File: config.mk
export PLATFORM = sky130hd
export DESIGN_NAME = id_ex_hazard_reg
export DESIGN_NICKNAME = d
export VERILOG_FILES = /design/src/rtl/riscv_pkg.sv /design/src/rtl/load_use_detect.sv /design/src/rtl/id_ex_hazard_reg.sv
export SDC_FILE = /design/constraint.sdc
export NUM_CORES = 1
export LEC_CHECK = 0
export CAP_MARGIN = 20
export CELL_PAD_IN_SITES_DETAIL_PLACEMENT = 0
export CELL_PAD_IN_SITES_GLOBAL_PLACEMENT = 1
export CORE_MARGIN = 4
export CORE_UTILIZATION = 31
export CTS_CLUSTER_DIAMETER = 150
export DETAILED_ROUTE_END_ITERATION = 16
export PLACE_DENSITY_LB_ADDON = 0.3
export SLEW_MARGIN = 20
export SYNTH_ARGS = -nofsm -noshare
export SYNTH_HDL_FRONTEND = slang
export SYNTH_SLANG_ARGS = --single-unit
File: constraint.sdc
create_clock -name clk -period 11.4 [get_ports clk]
set_input_delay 1.14 -clock clk [delete_from_list [all_inputs] [get_ports clk]]
set_output_delay 1.14 -clock clk [all_outputs]
set_load 0.03 [all_outputs]
File: src/rtl/riscv_pkg.sv
// Shared pipeline definitions for the decode/execute boundary.
// Holds datapath widths, bit positions inside the packed 8-bit control
// word, and ALUOp encodings. The forwarding unit and EX stage import the
// same constants, so the control packing is defined in one place only.
package riscv_pkg;

  localparam int XLEN   = 32;
  localparam int REG_AW = 5;
  localparam int CTRL_W = 8;

  // Bit positions inside the packed control word.
  localparam int CTRL_REGWRITE = 0;
  localparam int CTRL_MEMREAD  = 1;
  localparam int CTRL_MEMWRITE = 2;
  localparam int CTRL_MEMTOREG = 3;
  localparam int CTRL_ALUSRC   = 4;
  localparam int CTRL_ALUOP_LO = 5;
  localparam int CTRL_ALUOP_HI = 6;
  localparam int CTRL_BRANCH   = 7;

  // ALUOp field encodings (bits [6:5] of the control word).
  typedef enum logic [1:0] {
    ALUOP_ADD    = 2'b00,
    ALUOP_BRANCH = 2'b01,
    ALUOP_RTYPE  = 2'b10,
    ALUOP_ITYPE  = 2'b11
  } aluop_e;

  // True when the control word describes a load (memory read).
  function automatic logic is_load(input logic [CTRL_W-1:0] ctrl);
    return ctrl[CTRL_MEMREAD];
  endfunction

endpackage

File: src/rtl/load_use_detect.sv
// Pure combinational load-use hazard term.
// A hazard exists when the instruction in EX is a valid load with a
// non-zero destination and the valid instruction in decode reads that
// destination through either source operand. x0 is hardwired to zero,
// so a load targeting it can never create a dependency.
// Ports:
//   ex_valid_i   - EX slot holds a real instruction
//   ex_memread_i - EX instruction is a load
//   ex_rd_i      - EX destination register
//   id_valid_i   - decode slot holds a real instruction
//   id_rs1_i     - decode source register 1
//   id_rs2_i     - decode source register 2
//   hazard_o     - load-use hazard (before flush masking)
module load_use_detect #(
  parameter int REG_AW = 5
) (
  input  logic              ex_valid_i,
  input  logic              ex_memread_i,
  input  logic [REG_AW-1:0] ex_rd_i,
  input  logic              id_valid_i,
  input  logic [REG_AW-1:0] id_rs1_i,
  input  logic [REG_AW-1:0] id_rs2_i,
  output logic              hazard_o
);

  logic rd_nonzero;
  logic src_match;

  assign rd_nonzero = (ex_rd_i != '0);
  assign src_match  = (ex_rd_i == id_rs1_i) | (ex_rd_i == id_rs2_i);
  assign hazard_o   = ex_valid_i & ex_memread_i & rd_nonzero & id_valid_i & src_match;

endmodule

File: src/rtl/id_ex_hazard_reg.sv
// ID/EX pipeline register with integrated load-use stall generation.
// Each rising edge either loads a bubble (all fields zero) or captures the
// decode-stage fields. A flush has priority over a stall; a stall is the
// hazard term masked by flush, so a flushed cycle never counts as a stall.
// Stall is combinational from the registered EX fields and the decode
// inputs; the ID_EX* outputs come only from flops (one-cycle latency).
// StallCount counts stall edges and saturates at all-ones.
// Handshake: none; Stall tells PC and IF/ID to hold for the current cycle.
// Ports:
//   clk, reset           - clock; asynchronous active-high reset
//   IF_IDRs1/Rs2/Rd      - decoded register indices
//   IF_IDCtrl            - packed control word (layout in riscv_pkg)
//   IF_IDRD1/RD2/Imm/PC  - operand data, immediate, PC
//   IF_IDValid           - decode slot holds a real instruction
//   Flush                - kill the decode slot (taken branch/jump)
//   ID_EX*               - registered copies of the above
//   Stall                - hold PC and IF/ID this cycle
//   StallCount           - saturating stall-cycle counter
module id_ex_hazard_reg #(
  parameter int XLEN   = riscv_pkg::XLEN,
  parameter int REG_AW = riscv_pkg::REG_AW,
  parameter int CNT_W  = 16
) (
  input  logic              clk,
  input  logic              reset,
  input  logic [REG_AW-1:0] IF_IDRs1,
  input  logic [REG_AW-1:0] IF_IDRs2,
  input  logic [REG_AW-1:0] IF_IDRd,
  input  logic [7:0]        IF_IDCtrl,
  input  logic [XLEN-1:0]   IF_IDRD1,
  input  logic [XLEN-1:0]   IF_IDRD2,
  input  logic [XLEN-1:0]   IF_IDImm,
  input  logic [XLEN-1:0]   IF_IDPC,
  input  logic              IF_IDValid,
  input  logic              Flush,
  output logic [REG_AW-1:0] ID_EXRs1,
  output logic [REG_AW-1:0] ID_EXRs2,
  output logic [REG_AW-1:0] ID_EXRd,
  output logic [7:0]        ID_EXCtrl,
  output logic [XLEN-1:0]   ID_EXRD1,
  output logic [XLEN-1:0]   ID_EXRD2,
  output logic [XLEN-1:0]   ID_EXImm,
  output logic [XLEN-1:0]   ID_EXPC,
  output logic              ID_EXValid,
  output logic              Stall,
  output logic [CNT_W-1:0]  StallCount
);

  import riscv_pkg::*;

  logic              hazard;
  logic              bubble;

  logic              valid_q, valid_d;
  logic [7:0]        ctrl_q,  ctrl_d;
  logic [REG_AW-1:0] rs1_q,   rs1_d;
  logic [REG_AW-1:0] rs2_q,   rs2_d;
  logic [REG_AW-1:0] rd_q,    rd_d;
  logic [XLEN-1:0]   rd1_q,   rd1_d;
  logic [XLEN-1:0]   rd2_q,   rd2_d;
  logic [XLEN-1:0]   imm_q,   imm_d;
  logic [XLEN-1:0]   pc_q,    pc_d;
  logic [CNT_W-1:0]  cnt_q,   cnt_d;

  load_use_detect #(
    .REG_AW(REG_AW)
  ) u_load_use_detect (
    .ex_valid_i   (valid_q),
    .ex_memread_i (is_load(ctrl_q)),
    .ex_rd_i      (rd_q),
    .id_valid_i   (IF_IDValid),
    .id_rs1_i     (IF_IDRs1),
    .id_rs2_i     (IF_IDRs2),
    .hazard_o     (hazard)
  );

  // A flush already empties the slot, so it suppresses the stall request.
  assign Stall  = hazard & ~Flush;
  assign bubble = Flush | Stall;

  always_comb begin
    valid_d = 1'b0;
    ctrl_d  = '0;
    rs1_d   = '0;
    rs2_d   = '0;
    rd_d    = '0;
    rd1_d   = '0;
    rd2_d   = '0;
    imm_d   = '0;
    pc_d    = '0;
    if (!bubble) begin
      valid_d = IF_IDValid;
      // An empty decode slot must not carry stray control into EX.
      ctrl_d  = IF_IDValid ? IF_IDCtrl : 8'h00;
      rs1_d   = IF_IDRs1;
      rs2_d   = IF_IDRs2;
      rd_d    = IF_IDRd;
      rd1_d   = IF_IDRD1;
      rd2_d   = IF_IDRD2;
      imm_d   = IF_IDImm;
      pc_d    = IF_IDPC;
    end
  end

  always_comb begin
    cnt_d = cnt_q;
    if (Stall && (cnt_q != {CNT_W{1'b1}})) begin
      cnt_d = cnt_q + CNT_W'(1);
    end
  end

  always_ff @(posedge clk or posedge reset) begin
    if (reset) begin
      valid_q <= 1'b0;
      ctrl_q  <= '0;
      rs1_q   <= '0;
      rs2_q   <= '0;
      rd_q    <= '0;
      rd1_q   <= '0;
      rd2_q   <= '0;
      imm_q   <= '0;
      pc_q    <= '0;
      cnt_q   <= '0;
    end else begin
      valid_q <= valid_d;
      ctrl_q  <= ctrl_d;
      rs1_q   <= rs1_d;
      rs2_q   <= rs2_d;
      rd_q    <= rd_d;
      rd1_q   <= rd1_d;
      rd2_q   <= rd2_d;
      imm_q   <= imm_d;
      pc_q    <= pc_d;
      cnt_q   <= cnt_d;
    end
  end

  assign ID_EXValid = valid_q;
  assign ID_EXCtrl  = ctrl_q;
  assign ID_EXRs1   = rs1_q;
  assign ID_EXRs2   = rs2_q;
  assign ID_EXRd    = rd_q;
  assign ID_EXRD1   = rd1_q;
  assign ID_EXRD2   = rd2_q;
  assign ID_EXImm   = imm_q;
  assign ID_EXPC    = pc_q;
  assign StallCount = cnt_q;

endmodule

=== After elaboration in Yosys (flattened, before gate mapping) ===
Cells that the tools add are included.

* Input bits: 155
* Output and inout bits: 169
* Flip-flop bits (word level): 168
* Word-level logic and storage cells: 34

* Bitwise gates (word level): 8
* Add/subtract/negate cells: 1
* Multiplexer cells: 10
* Reductions and logical operators: 2
* Eq/ne operators: 3

{| class="wikitable"
|+ Operators with widths
! kind !! count
|-
| 32-bit two-way mux || 4
|-
| 16-bit by 1-bit adder with 16-bit output, second input constant || 1
|-
| 8-bit two-way mux || 2
|-
| 16-bit != test, second input constant || 1
|-
| 5-bit two-way mux || 3
|-
| 5-bit == test || 2
|-
| 1-bit AND || 5
|-
| 5-bit nonzero test || 1
|-
| 1-bit bitwise OR || 2
|-
| 1-bit logical AND || 1
|-
| 1-bit two-way mux || 1
|-
| 1-bit inverter || 1
|}

=== Longest topological paths before layout ===
Gate-level depths: netlist of run 1.

* Word-level depth: 7
* Mapped depth: 7
* Depth with buffers taken out: 6

=== Hierarchy ===
A second synthesis of run 1 with hierarchy kept.

* Cells, all modules: 420
* Area, all modules: 5,801.8 µm²

{| class="wikitable"
|+ By module, submodules not included
! module !! sequential area each (µm²) !! cells an instance !! times used !! area an instance (µm²)
|-
| id_ex_hazard_reg || 4,204.0 || 403 || 1 || 5,672.9
|-
| load_use_detect || 0.0 || 17 || 1 || 128.9
|}

=== Worst setup path before layout of run 1 ===
OpenSTA, ideal clock, no wires.

* Kind: input to output
* Start: input port IF_IDRs2[4]
* End: output port Stall
* Path buffers: 1
* Arrival: 2,479 ps
* Slack: 7,781 ps
* Required time: 10,260 ps
* Stages on the path: 6
* Path through: xnor2_1 > nand3_1 > o22ai_2 > clkbuf_1 > nand2_1 > nor2_1

* Longest elaborated chain between the ends: 4

{| class="wikitable"
|+ Ends and longest elaborated chain
! element !! RTL line !! RTL
|-
| start, declared || id_ex_hazard_reg.sv:27 || <nowiki>input logic [REG_AW-1:0] IF_IDRs2,</nowiki>
|-
| 5-bit == test || load_use_detect.sv:30 || <nowiki>assign src_match = (ex_rd_i == id_rs1_i) | (ex_rd_i == id_rs2_i);</nowiki>
|-
| 1-bit bitwise OR || load_use_detect.sv:30 ||
|-
| 1-bit AND || load_use_detect.sv:31 || <nowiki>assign hazard_o = ex_valid_i & ex_memread_i & rd_nonzero & id_valid_i & src_match;</nowiki>
|-
| 1-bit AND || id_ex_hazard_reg.sv:78 || <nowiki>assign Stall = hazard & ~Flush;</nowiki>
|-
| end, declared || id_ex_hazard_reg.sv:45 || <nowiki>output logic Stall,</nowiki>
|}

Every way passes these cells.

=== Worst setup path after layout of run 1 ===
Same ends and word-level chain as after synthesis.

==> key figures, run 1 <==
Route
  • Via count: roughly 4300
  • Drt wl/cell: 16.8 µm
  • DR pass1 iterations: 5
  • Overall routed net length: between 15000 and 20000 µm
  • DRC: 0
  • Post-DRT Antenna Nets: 0
  • Vias per cell: 4.32
  • Initial drt markers: ~200

Worst setup path
  • Setup CP Type: input pin to output pin
  • Max stage delay on crit path: a little under 0.7 ns
  • Critical Path Slowest Stage Cell: clkdlybuf4s50_1
  • CP Launch Type: input pin
  • Worst Path Max Fanout: 18
  • CP Data Arrival Time: 3.47 ns
  • Critical Path Most Common Cell: clkdlybuf4s50_1
  • Critical path, cell by cell: clkdlybuf4s50_1 > xnor2_1 > nand3_1 > o22ai_2 > nand2_1 > nor2_1 > clkdlybuf4s50_1
  • Worst Path Required: 10.26 ns
  • CP endpoint kind: output pin
  • Buf/Inv on CP: 2
  • Cell family with most CP delay: buffers and inverters

Synthesis
  • Syn avg cell area: ~14 µm²
  • Synth area leader: dfrtp_1
  • Post-Synth XOR/XNOR Area: under 10%
  • Synth top area share: 71.7%
  • Adder-cell share of the synthesized area: 0.213%
  • Synthesized instance count: 422
  • Largest family of logic cells by synthesized area: simple AND/OR/NAND/NOR gates
  • Multiplexer share of the synthesized area: 0.384%
  • Yosys warns: 0
  • Post-Syn Area: around 6000 µm²
  • Synthesized flop and latch total: approximately 170
  • Largest cells by area after synthesis: dfrtp_1, and2_1, xnor2_1, buf_6, nand3_1
  • Post-synthesis sequential area ratio: 71.7%
  • Synthesized Nets: 578
  • Ys async rst share: 100%
  • Post-synth top flop: dfrtp_1
  • Simple-gate share of the synthesized area: 20.6%
  • Netlist cell types: 29
  • Post-synth top cells: dfrtp_1, and2_1, xnor2_1
  • Compound-Gate Fraction of Synth Area: under 10%
  • Most frequent cell after synthesis: dfrtp_1
  • Post-synth EDFFs: 0

STA
  • Worst Tran Pin Value: between 0.8 and 0.9 ns
  • Fin crit period: 4.61 ns
  • Setup total negative slack: 0 ns
  • Hold Vio Cnt, Final: 0
  • RSZ-0062 raised after global routing: false
  • WHS: approximately 0.5 ns
  • Final setup fails: 0
  • Setup Skew: 0.00645 ns
  • Slew HR: around 43%
  • Crit share post-route: 40.5%
  • Fmax: 0.217 GHz
  • Final Slew Violations: 0

Pwr
  • Peak VDD IR: 0.0978 mV
  • Leakage: 4.29 nW
  • Power Density: between 100 and 150 nW/µm²

Final layout
  • Storage cell area: between 4000 and 5000 µm²
  • Share of post-route cells with drive strength above 1: 5.26%
  • # fillers: approximately 1600
  • Area Overhead vs Synth: 69.3%
  • Multi-input gate area: 1520 µm²
  • Final nets: 904

Clock tree
  • Clk root buf: clkbuf_16
  • Max clock buf depth: 2
  • Clock H-tree levels: 4
  • CTS tree: yes
  • Hold-fix buffers at CTS: 0
  • Post-cts sizing count: 0
  • Clock Pin Slew Worst Setup and Hold Paths: 0.07 ns
  • TritonCTS buffer count: 17
  • Clk_lat worst skew: between 0.4 and 0.5 ns
  • Num Clock Sinks: around 170
  • Postcts setup bufs: 0

Floorplanning
  • Initial Utilization: 31.4%
  • Die ar.: 21200 µm²
  • Rows: 50
  • Die X: 146 µm
  • # IOs: 324
  • Chip height: 146 µm
  • Core ar.: around 19000 µm²

GRT
  • Vias in the first global route: 4502
  • Antenna violations before repair: 0
  • GR Util All Layers: between 15 and 20%
  • Total grt overflow: 0
  • Largest net degree at the start of global routing: 145
  • First-pass GRT wire length: 25900 µm

Outcome
  • Status: finished clean

Run
  • Max-cap viol count: 0

Place
  • Post-DP HPWL: 12300 µm
  • PortBufs: 323
  • Gp weighted congestion: a little over 0.8

Hold path
  • Hold WC Path Type: flop to flop
## state kept, by name, indices dropped and copies added, names as in the netlist, 8 cells and up
| signal | flops |
|---|---|
| ID_EXCtrl | 8 |
| ID_EXImm | 32 |
| ID_EXPC | 32 |
| StallCount | 16 |
| ID_EXRD1 | 32 |
| ID_EXRD2 | 32 |
## stage by stage
| step | total power, mW | area [µm²] | std cells | setup slack, ns | utilization, % |
|---|---|---|---|---|---|
| finish | 1.46 | 9930 | 996 | 6.79 | 53.3 |
| global route | 1.52 | 9930 | 995 | 6.59 | 53.2 |
| CTS | 1.48 | 9920 | 995 | 6.77 | 53.2 |
| detailed placement | 0.860 | 9290 | 963 | 6.76 | 49.8 |
| global placement | 0.858 | 9290 | 963 | 6.80 | 49.8 |
| floorplan | 0.740 | 5860 | 422 | 5.71 | - |
## report_power, final
group	leakage [nW]	switching [mW]	internal (mW)	total, mW
clock	0.305	0.250	0.364	0.614
sequential	2.18	0.00932	0.623	0.632
combinational	1.81	0.106	0.108	0.214
## logic make-up after synthesis
| logic type | count (synthesis) |
|---|---|
| compound gates | 7 |
| xor+xnor | 24 |
| fa+ha+maj | 1 |
| buf+inv | 22 |
| flops | 168 |
| mux | 2 |
| simple gates | 198 |
## final timing paths
check	from	endpoint	slack, ns	cells after the start
worst max-delay path	IF_IDRs2[4]	Stall	6.79	7
worst min-delay path	StallCount[15]	StallCount[15]	0.51	1
worst max register to register	ID_EXRd[0]	ID_EXImm[10]	8.90	5
worst min register to register	StallCount[15]	StallCount[15]	0.51	1
max in group asynchronous	reset	ID_EXPC[0]	8.92	3
min in group asynchronous	reset	ID_EXPC[5]	1.24	2
## metal layers
| layer | track usage [%] | part of all wire (%) | up-vias |
|---|---|---|---|
| li1 | - | - | 1989 |
| met4 | 5.70 | 1.8 | 0 |
| met2 | 25.7 | 49 | 220 |
| met5 | 0 | 0 | - |
| met3 | 7.13 | 10 | 23 |
| met1 | 18.1 | 39 | 2069 |
## area by class of cell
class	instances	area share, %
multi-input cells	232	15.3
well taps	234	2.95
diodes	1	0.0252
clock inverters	13	1.81
flip-flops and latches	168	42.3
inverters	4	0.202
clock buffers	19	4.56
repair buffers	325	32.8
## placed cells by master, fill, tap and decap left out, types with 3 or more instances in the layout
cell type	instances
and3_1	5
clkdlybuf4s50_1	323
dfrtp_1	168
nand2_1	7
inv_1	3
nor4b_1	4
inv_6	6
and2_1	150
nand4_1	6
clkbuf_16	17
bufinv_16	3
nor2_1	5
nand3_1	11
xnor2_1	23
(Power assumes the default switching activity.)
==> inputs of run 2 (changes only) <==
--- a/config.mk
+++ b/config.mk
@@ -9,7 +9,7 @@
 export CELL_PAD_IN_SITES_DETAIL_PLACEMENT = 0
 export CELL_PAD_IN_SITES_GLOBAL_PLACEMENT = 1
 export CORE_MARGIN = 4
-export CORE_UTILIZATION = 31
+export CORE_UTILIZATION = 29
 export CTS_CLUSTER_DIAMETER = 150
 export DETAILED_ROUTE_END_ITERATION = 16
 export PLACE_DENSITY_LB_ADDON = 0.3
==> constraint.sdc (replaced) <==
create_clock -name clk -period 4.55 [get_ports clk]
set_input_delay 0.455 -clock clk [delete_from_list [all_inputs] [get_ports clk]]
set_output_delay 0.455 -clock clk [all_outputs]
set_load 0.03 [all_outputs]
==> run 2 against run 1 <==
Critical path depth rose by 1. Clock-buffer cell count is 1 higher. Global-route usage fell by 0.65 points. Core utilization is 2.8 points lower. First-iteration DRC count is 41% lower. Final cell count up 3.2%. Combinational power rose to 2.5 times the previous value. Critical path type unchanged. Critical endpoint unchanged.
==> key figures, run 2 (same netlist as run 1, synthesis figures left out) <==
GRT
  • Vias in the first global route: 4690 (was 4502)
  • GR Util All Layers: 15.0% (was 15.7%)
  • Antenna violations before repair: 0 (unchanged)
  • Largest net degree at the start of global routing: 169 (was 145)
  • Total grt overflow: 0 (unchanged)
  • First-pass GRT wire length: 26000 µm (was 25900 µm)

Pwr
  • Power Density: 353 nW/µm² (was 147 nW/µm²)
  • P_int: 2.61 mW (was 1.09 mW)
  • Leakage: 4.26 nW (was 4.29 nW)
  • Sw Pwr: 0.895 mW (was 0.365 mW)
  • Seq pwr share: 45.2% (was 43.3%)
  • Peak VDD IR: 0.236 mV (was 0.0978 mV)
  • Clock network fraction of total power: 39.5% (was 42.1%)
  • Switch share: 25.5% (was 25.0%)
  • Comb power frac: 15.3% (was 14.6%)

Final layout
  • # fillers: 1784 (was 1619)
  • Multi-input gate area: 1520 µm² (unchanged)
  • Commonest non-fill, non-tap cell in the layout: clkdlybuf4s50_1 (unchanged)
  • Storage cell area: 4200 µm² (unchanged)
  • Diode count: 0 (was 1)
  • Fin cells: 1028 (was 996)
  • Final nets: 906 (was 904)
  • Fin area: 9920 µm² (was 9930 µm²)
  • Area Overhead vs Synth: 69.1% (was 69.3%)
  • Most frequent cells in the layout: clkdlybuf4s50_1, dfrtp_1, and2_1 (unchanged)
  • Share of post-route cells with drive strength above 1: 5.24% (was 5.26%)

Worst setup path
  • Max stage delay on crit path: 0.68 ns (was 0.69 ns)
  • Critical path, cell by cell: clkdlybuf4s50_1 > xnor2_1 > nand3_1 > o22ai_2 > buf_4 > nand2_1 > nor2_1 > clkdlybuf4s50_1 (was clkdlybuf4s50_1 > xnor2_1 > nand3_1 > o22ai_2 > nand2_1 > nor2_1 > clkdlybuf4s50_1)
  • Cell family with most CP delay: buffers and inverters (unchanged)
  • CP endpoint kind: output pin (unchanged)
  • CP Data Arrival Time: 2.51 ns (was 3.47 ns)
  • CP Launch Type: input pin (unchanged)
  • Critical Path Most Common Cell: clkdlybuf4s50_1 (unchanged)
  • Setup CP Type: input pin to output pin (unchanged)
  • Buf/Inv on CP: 3 (was 2)
  • Worst Path Required: 4.09 ns (was 10.26 ns)
  • Critical Path Slowest Stage Cell: clkdlybuf4s50_1 (unchanged)
  • Worst Path Max Fanout: 18 (unchanged)

Floorplanning
  • # IOs: 324 (unchanged)
  • Die X: 150 µm (was 146 µm)
  • Core ar.: 19700 µm² (was 18600 µm²)
  • Chip height: 150 µm (was 146 µm)
  • Rows: 51 (was 50)
  • Initial Utilization: 29.8% (was 31.4%)
  • Die ar.: 22600 µm² (was 21200 µm²)

Route
  • Via count: 4241 (was 4301)
  • Overall routed net length: 16900 µm (was 16700 µm)
  • Initial drt markers: 119 (was 202)
  • Drt wl/cell: 16.4 µm (was 16.8 µm)
  • Vias per cell: 4.13 (was 4.32)
  • Post-DRT Antenna Nets: 0 (unchanged)
  • DRC: 0 (unchanged)
  • DR pass1 iterations: 4 (was 5)

Clock tree
  • TritonCTS buffer count: 17 (unchanged)
  • Num Clock Sinks: 168 (unchanged)
  • Clock H-tree levels: 4 (unchanged)
  • Clk root buf: clkbuf_16 (unchanged)
  • Post-cts sizing count: 0 (unchanged)
  • Hold-fix buffers at CTS: 0 (unchanged)
  • CTS tree: yes (unchanged)
  • Postcts setup bufs: 0 (unchanged)
  • Max clock buf depth: 2 (unchanged)
  • Clk_lat worst skew: 0.42 ns (about the same)
  • Clock Pin Slew Worst Setup and Hold Paths: 0.07 ns (about the same)

Outcome
  • Status: finished clean (unchanged)

STA
  • Fmax: between 0.3 and 0.4 GHz
  • Hold Vio Cnt, Final: 0 (unchanged)
  • Worst Tran Pin Value: 0.936 ns (was 0.850 ns)
  • Setup total negative slack: 0 ns (unchanged)
  • WHS: 0.502 ns (was 0.505 ns)
  • Final Slew Violations: 0 (unchanged)
  • RSZ-0062 raised after global routing: false (unchanged)
  • Final setup fails: 0 (unchanged)
  • Fin crit period: 2.96 ns
  • Slew HR: 37.6% (was 42.9%)
  • Setup Skew: 0.0125 ns (was 0.00645 ns)
  • Crit share post-route: 65.2%

Place
  • Post-placement cell count: 996 (was 963)
  • Post-DP HPWL: 12600 µm (was 12300 µm)
  • Gp weighted congestion: 0.814 (was 0.822)
  • PortBufs: 323 (unchanged)
  • Dpl cell area: 9350 µm² (was 9290 µm²)

Hold path
  • Hold WC Path Type: flop to flop (unchanged)

Run
  • Max-cap viol count: 0 (unchanged)
## run 2: per-stage QoR
step	power [mW]	utilization (%)	setup slack, ns
6_report	3.50	50.5	1.59
3_5_place_dp	2.16	47.6	1.52
2_1_floorplan	1.85	-	1.95
4_1_cts	3.56	50.5	1.58
3_3_place_gp	2.15	47.6	1.54
5_1_grt	3.66	50.5	1.43
## run 2: path summary, 6_finish.rpt
check,startpoint,endpoint,slack [ns],cells after the start
worst max-delay path,IF_IDRs2[0],Stall,1.59,8
worst min-delay path,StallCount[15],StallCount[15],0.50,1
worst max register to register,ID_EXRd[3],ID_EXRD1[28],1.72,5
worst min register to register,StallCount[15],StallCount[15],0.50,1
max in group asynchronous,reset,StallCount[2],3.18,3
min in group asynchronous,reset,ID_EXRD2[23],0.63,3
## run 2: final cells by class
cell class | instances | area share, %
tap | 265 | 3.34
multi-input combinational | 232 | 15.3
clock buffer | 20 | 4.50
timing repair buffer | 327 | 33.0
inverter | 4 | 0.189
sequential | 168 | 42.4
clock inverter | 12 | 1.20
## run 2: power by group through the flow
| stage | clock (mW) | combinational, mW | sequential, mW |
|---|---|---|---|
| 3_5_place_dp | 0 | 0.544 | 1.61 |
| 6_report | 1.38 | 0.536 | 1.58 |
| 4_1_cts | 1.43 | 0.546 | 1.58 |
| 3_3_place_gp | 0 | 0.540 | 1.61 |
| 5_1_grt | 1.50 | 0.571 | 1.59 |
| 2_1_floorplan | 0 | 0.101 | 1.75 |
## run 2: worst reg2reg max path: stages, from the launching register on
cell      delay [ns]
dfrtp_1         0.44
or4_1           0.56
o2111a_2        0.32
a21oi_4         0.64
buf_4           0.52
and2_1          0.28
## run 2: per-layer routing
metal | wire, µm | track usage, % | vias to the layer above
met5 | 0 | 0 | -
met2 | 8330 | 24.8 | 213
li1 | - | - | 1989
met3 | 1740 | 6.56 | 35
met4 | 543 | 6.36 | 0
met1 | 6270 | 16.9 | 2004
==> inputs of run 3 (changes only) <==
==> constraint.sdc (replaced) <==
create_clock -name clk -period 2.9 [get_ports clk]
set_input_delay 0.29 -clock clk [delete_from_list [all_inputs] [get_ports clk]]
set_output_delay 0.29 -clock clk [all_outputs]
set_load 0.03 [all_outputs]
==> run 3 against run 2 <==
Sequential power grew 57%. Largest cell class unchanged. Critical path depth down 3. Highest routed layer unchanged. Power increased by 58%. Via count about the same. Final cell count grew 0.39%. Wire length decreased by 1.2%. Core utilization up 0.30 points. Critical path type is now flop to output pin.
==> key figures, run 3 (same netlist as run 1, synthesis figures left out) <==
Worst setup path
  • CP Launch Type: flop (was input pin)
  • R2R cell count: 6 (was 5)
  • Critical Path Slowest Stage Cell: clkdlybuf4s50_1 (unchanged)
  • Critical path, cell by cell: or4_1 > o2111a_2 > nand2_1 > nor2_1 > clkdlybuf4s50_1 (was clkdlybuf4s50_1 > xnor2_1 > nand3_1 > o22ai_2 > buf_4 > nand2_1 > nor2_1 > clkdlybuf4s50_1)
  • Reg2Reg Setup Slack: 0.66 ns (was 1.72 ns)
  • Worst Path Required: 2.61 ns (was 4.09 ns)
  • R2r endpoint: StallCount[1] (was ID_EXRD1[28])
  • CP Data Arrival Time: 2.47 ns (was 2.51 ns)
  • Buf/Inv on CP: 1 (was 3)
  • Worst Path Max Fanout: 4 (was 18)
  • Max stage delay on crit path: 0.58 ns (was 0.68 ns)
  • Cell family with most CP delay: simple AND/OR/NAND/NOR gates (was buffers and inverters)
  • CP endpoint kind: output pin (unchanged)
  • Setup CP Type: flop to output pin (was input pin to output pin)
  • Reg2reg start: StallCount[0] (was ID_EXRd[3])

Pwr
  • Clock network fraction of total power: 40.0% (was 39.5%)
  • Sw Pwr: 1.43 mW (was 0.895 mW)
  • Leakage: 4.30 nW (was 4.26 nW)
  • Overall Power: 5.55 mW (was 3.50 mW)
  • Switch share: 25.8% (was 25.5%)
  • Power Density: 556 nW/µm² (was 353 nW/µm²)
  • P_int: 4.12 mW (was 2.61 mW)
  • Comb power frac: 15.3% (about the same)
  • Peak VDD IR: 0.363 mV (was 0.236 mV)
  • Seq pwr share: 44.8% (was 45.2%)

Clock tree
  • Clock H-tree levels: 4 (unchanged)
  • Max clock buf depth: 2 (unchanged)
  • Clk_lat worst skew: 0.42 ns (about the same)
  • Postcts setup bufs: 0 (unchanged)
  • Clock Pin Slew Worst Setup and Hold Paths: 0.07 ns (about the same)
  • Hold-fix buffers at CTS: 0 (unchanged)
  • TritonCTS buffer count: 17 (unchanged)
  • CTS tree: yes (unchanged)
  • Num Clock Sinks: 168 (unchanged)
  • Clk root buf: clkbuf_16 (unchanged)
  • Post-cts sizing count: 0 (unchanged)

Route
  • Initial drt markers: 144 (was 119)
  • Vias per cell: 4.11 (was 4.13)
  • DR pass1 iterations: 4 (unchanged)
  • DRC: 0 (unchanged)
  • Post-DRT Antenna Nets: 0 (unchanged)
  • Via count: 4244 (was 4241)
  • Overall routed net length: 16700 µm (was 16900 µm)
  • Drt wl/cell: 16.2 µm (was 16.4 µm)

Final layout
  • # fillers: 1811 (was 1784)
  • Most frequent cells in the layout: clkdlybuf4s50_1, dfrtp_1, and2_1 (unchanged)
  • Commonest non-fill, non-tap cell in the layout: clkdlybuf4s50_1 (unchanged)
  • Share of post-route cells with drive strength above 1: 5.62% (was 5.24%)
  • Area Overhead vs Synth: 70.1% (was 69.1%)
  • Final nets: 908 (was 906)

STA
  • Worst Tran Pin Value: 0.800 ns (was 0.936 ns)
  • Crit share post-route: 95.1%
  • Hold Vio Cnt, Final: 0 (unchanged)
  • Slew HR: 46.2% (was 37.6%)
  • Fmax: about 0.36 GHz
  • Final setup fails: 0 (unchanged)
  • Setup total negative slack: 0 ns (unchanged)
  • Fin crit period: 2.76 ns
  • Final Slew Violations: 0 (unchanged)
  • RSZ-0062 raised after global routing: false (unchanged)
  • Setup Skew: 0.0101 ns (was 0.0125 ns)
  • Final WS setup: 0.143 ns (was 1.59 ns)

Floorplanning
  • Rows: 51 (unchanged)
  • Die ar.: 22600 µm² (unchanged)
  • Initial Utilization: 29.8% (unchanged)
  • # IOs: 324 (unchanged)
  • Die X: 150 µm (unchanged)
  • Chip height: 150 µm (unchanged)
  • Core ar.: 19700 µm² (unchanged)

GRT
  • Antenna violations before repair: 0 (unchanged)
  • GR Util All Layers: 14.8% (was 15.0%)
  • Total grt overflow: 0 (unchanged)
  • Vias in the first global route: 4607 (was 4690)
  • First-pass GRT wire length: 25600 µm (was 26000 µm)
  • Largest net degree at the start of global routing: 103 (was 169)

Place
  • Pre-CTS WS: 0.460 ns (was 1.52 ns)
  • Post-DP HPWL: 12800 µm (was 12600 µm)
  • PortBufs: 323 (unchanged)
  • Gp weighted congestion: 0.816 (was 0.814)

Run
  • Max-cap viol count: 0 (unchanged)

Outcome
  • Status: finished clean (unchanged)

Hold path
  • Hold WC Path Type: input pin to async pin (was flop to flop)
## run 3: through the flow
stage / hold WS, ns / cells / area, µm² / util, %
global route: 0.201 / 1030 / 9970 / 50.7
finish: 0.211 / 1032 / 9970 / 50.8
floorplan: 0.419 / 422 / 5870 / -
detailed placement: 0.500 / 998 / 9390 / 47.8
global placement: 0.491 / 998 / 9390 / 47.8
CTS: 0.201 / 1030 / 9970 / 50.7
## run 3: area by class of cell
| cell class | count | area [µm²] | share of cell area (%) |
|---|---|---|---|
| sequential | 168 | 4200 | 42.1 |
| timing repair buffer | 329 | 3320 | 33.2 |
| multi-input combinational | 232 | 1520 | 15.2 |
| clock buffer | 19 | 443 | 4.44 |
| tap | 265 | 332 | 3.32 |
| clock inverter | 13 | 136 | 1.37 |
| inverter | 4 | 18.8 | 0.188 |
| antenna | 2 | 5.00 | 0.0502 |
## run 3: power groups by stage
stage               Clock, mW  Combinational [mW]  Sequential (mW)
floorplan                   0               0.158             2.75
global placement            0               0.855             2.53
detailed placement          0               0.860             2.53
CTS                      2.29               0.863             2.48
global route             2.41               0.901             2.49
finish                   2.22               0.847             2.48
## run 3: per-layer routing
layer  vias to the layer above  wire [µm]  track usage [%]
met5                         -          0                0
met4                         0        341             5.81
met3                        18       1640             6.35
met2                       205       8500             24.8
met1                      2024       6200             16.7
li1                       1997          -                -
## run 3: how the worst max path moves through the flow
stage                startpoint      endpoint  slack, ns  depth (start not counted)
floorplan                 reset  ID_EXCtrl[0]       0.47                          1
global placement    IF_IDRs2[0]         Stall       0.45                          7
detailed placement  IF_IDRs2[4]         Stall       0.46                          7
CTS                  ID_EXRd[0]         Stall       0.10                          5
global route         ID_EXRd[0]         Stall       0.02                          5
finish               ID_EXRd[0]         Stall       0.14                          5
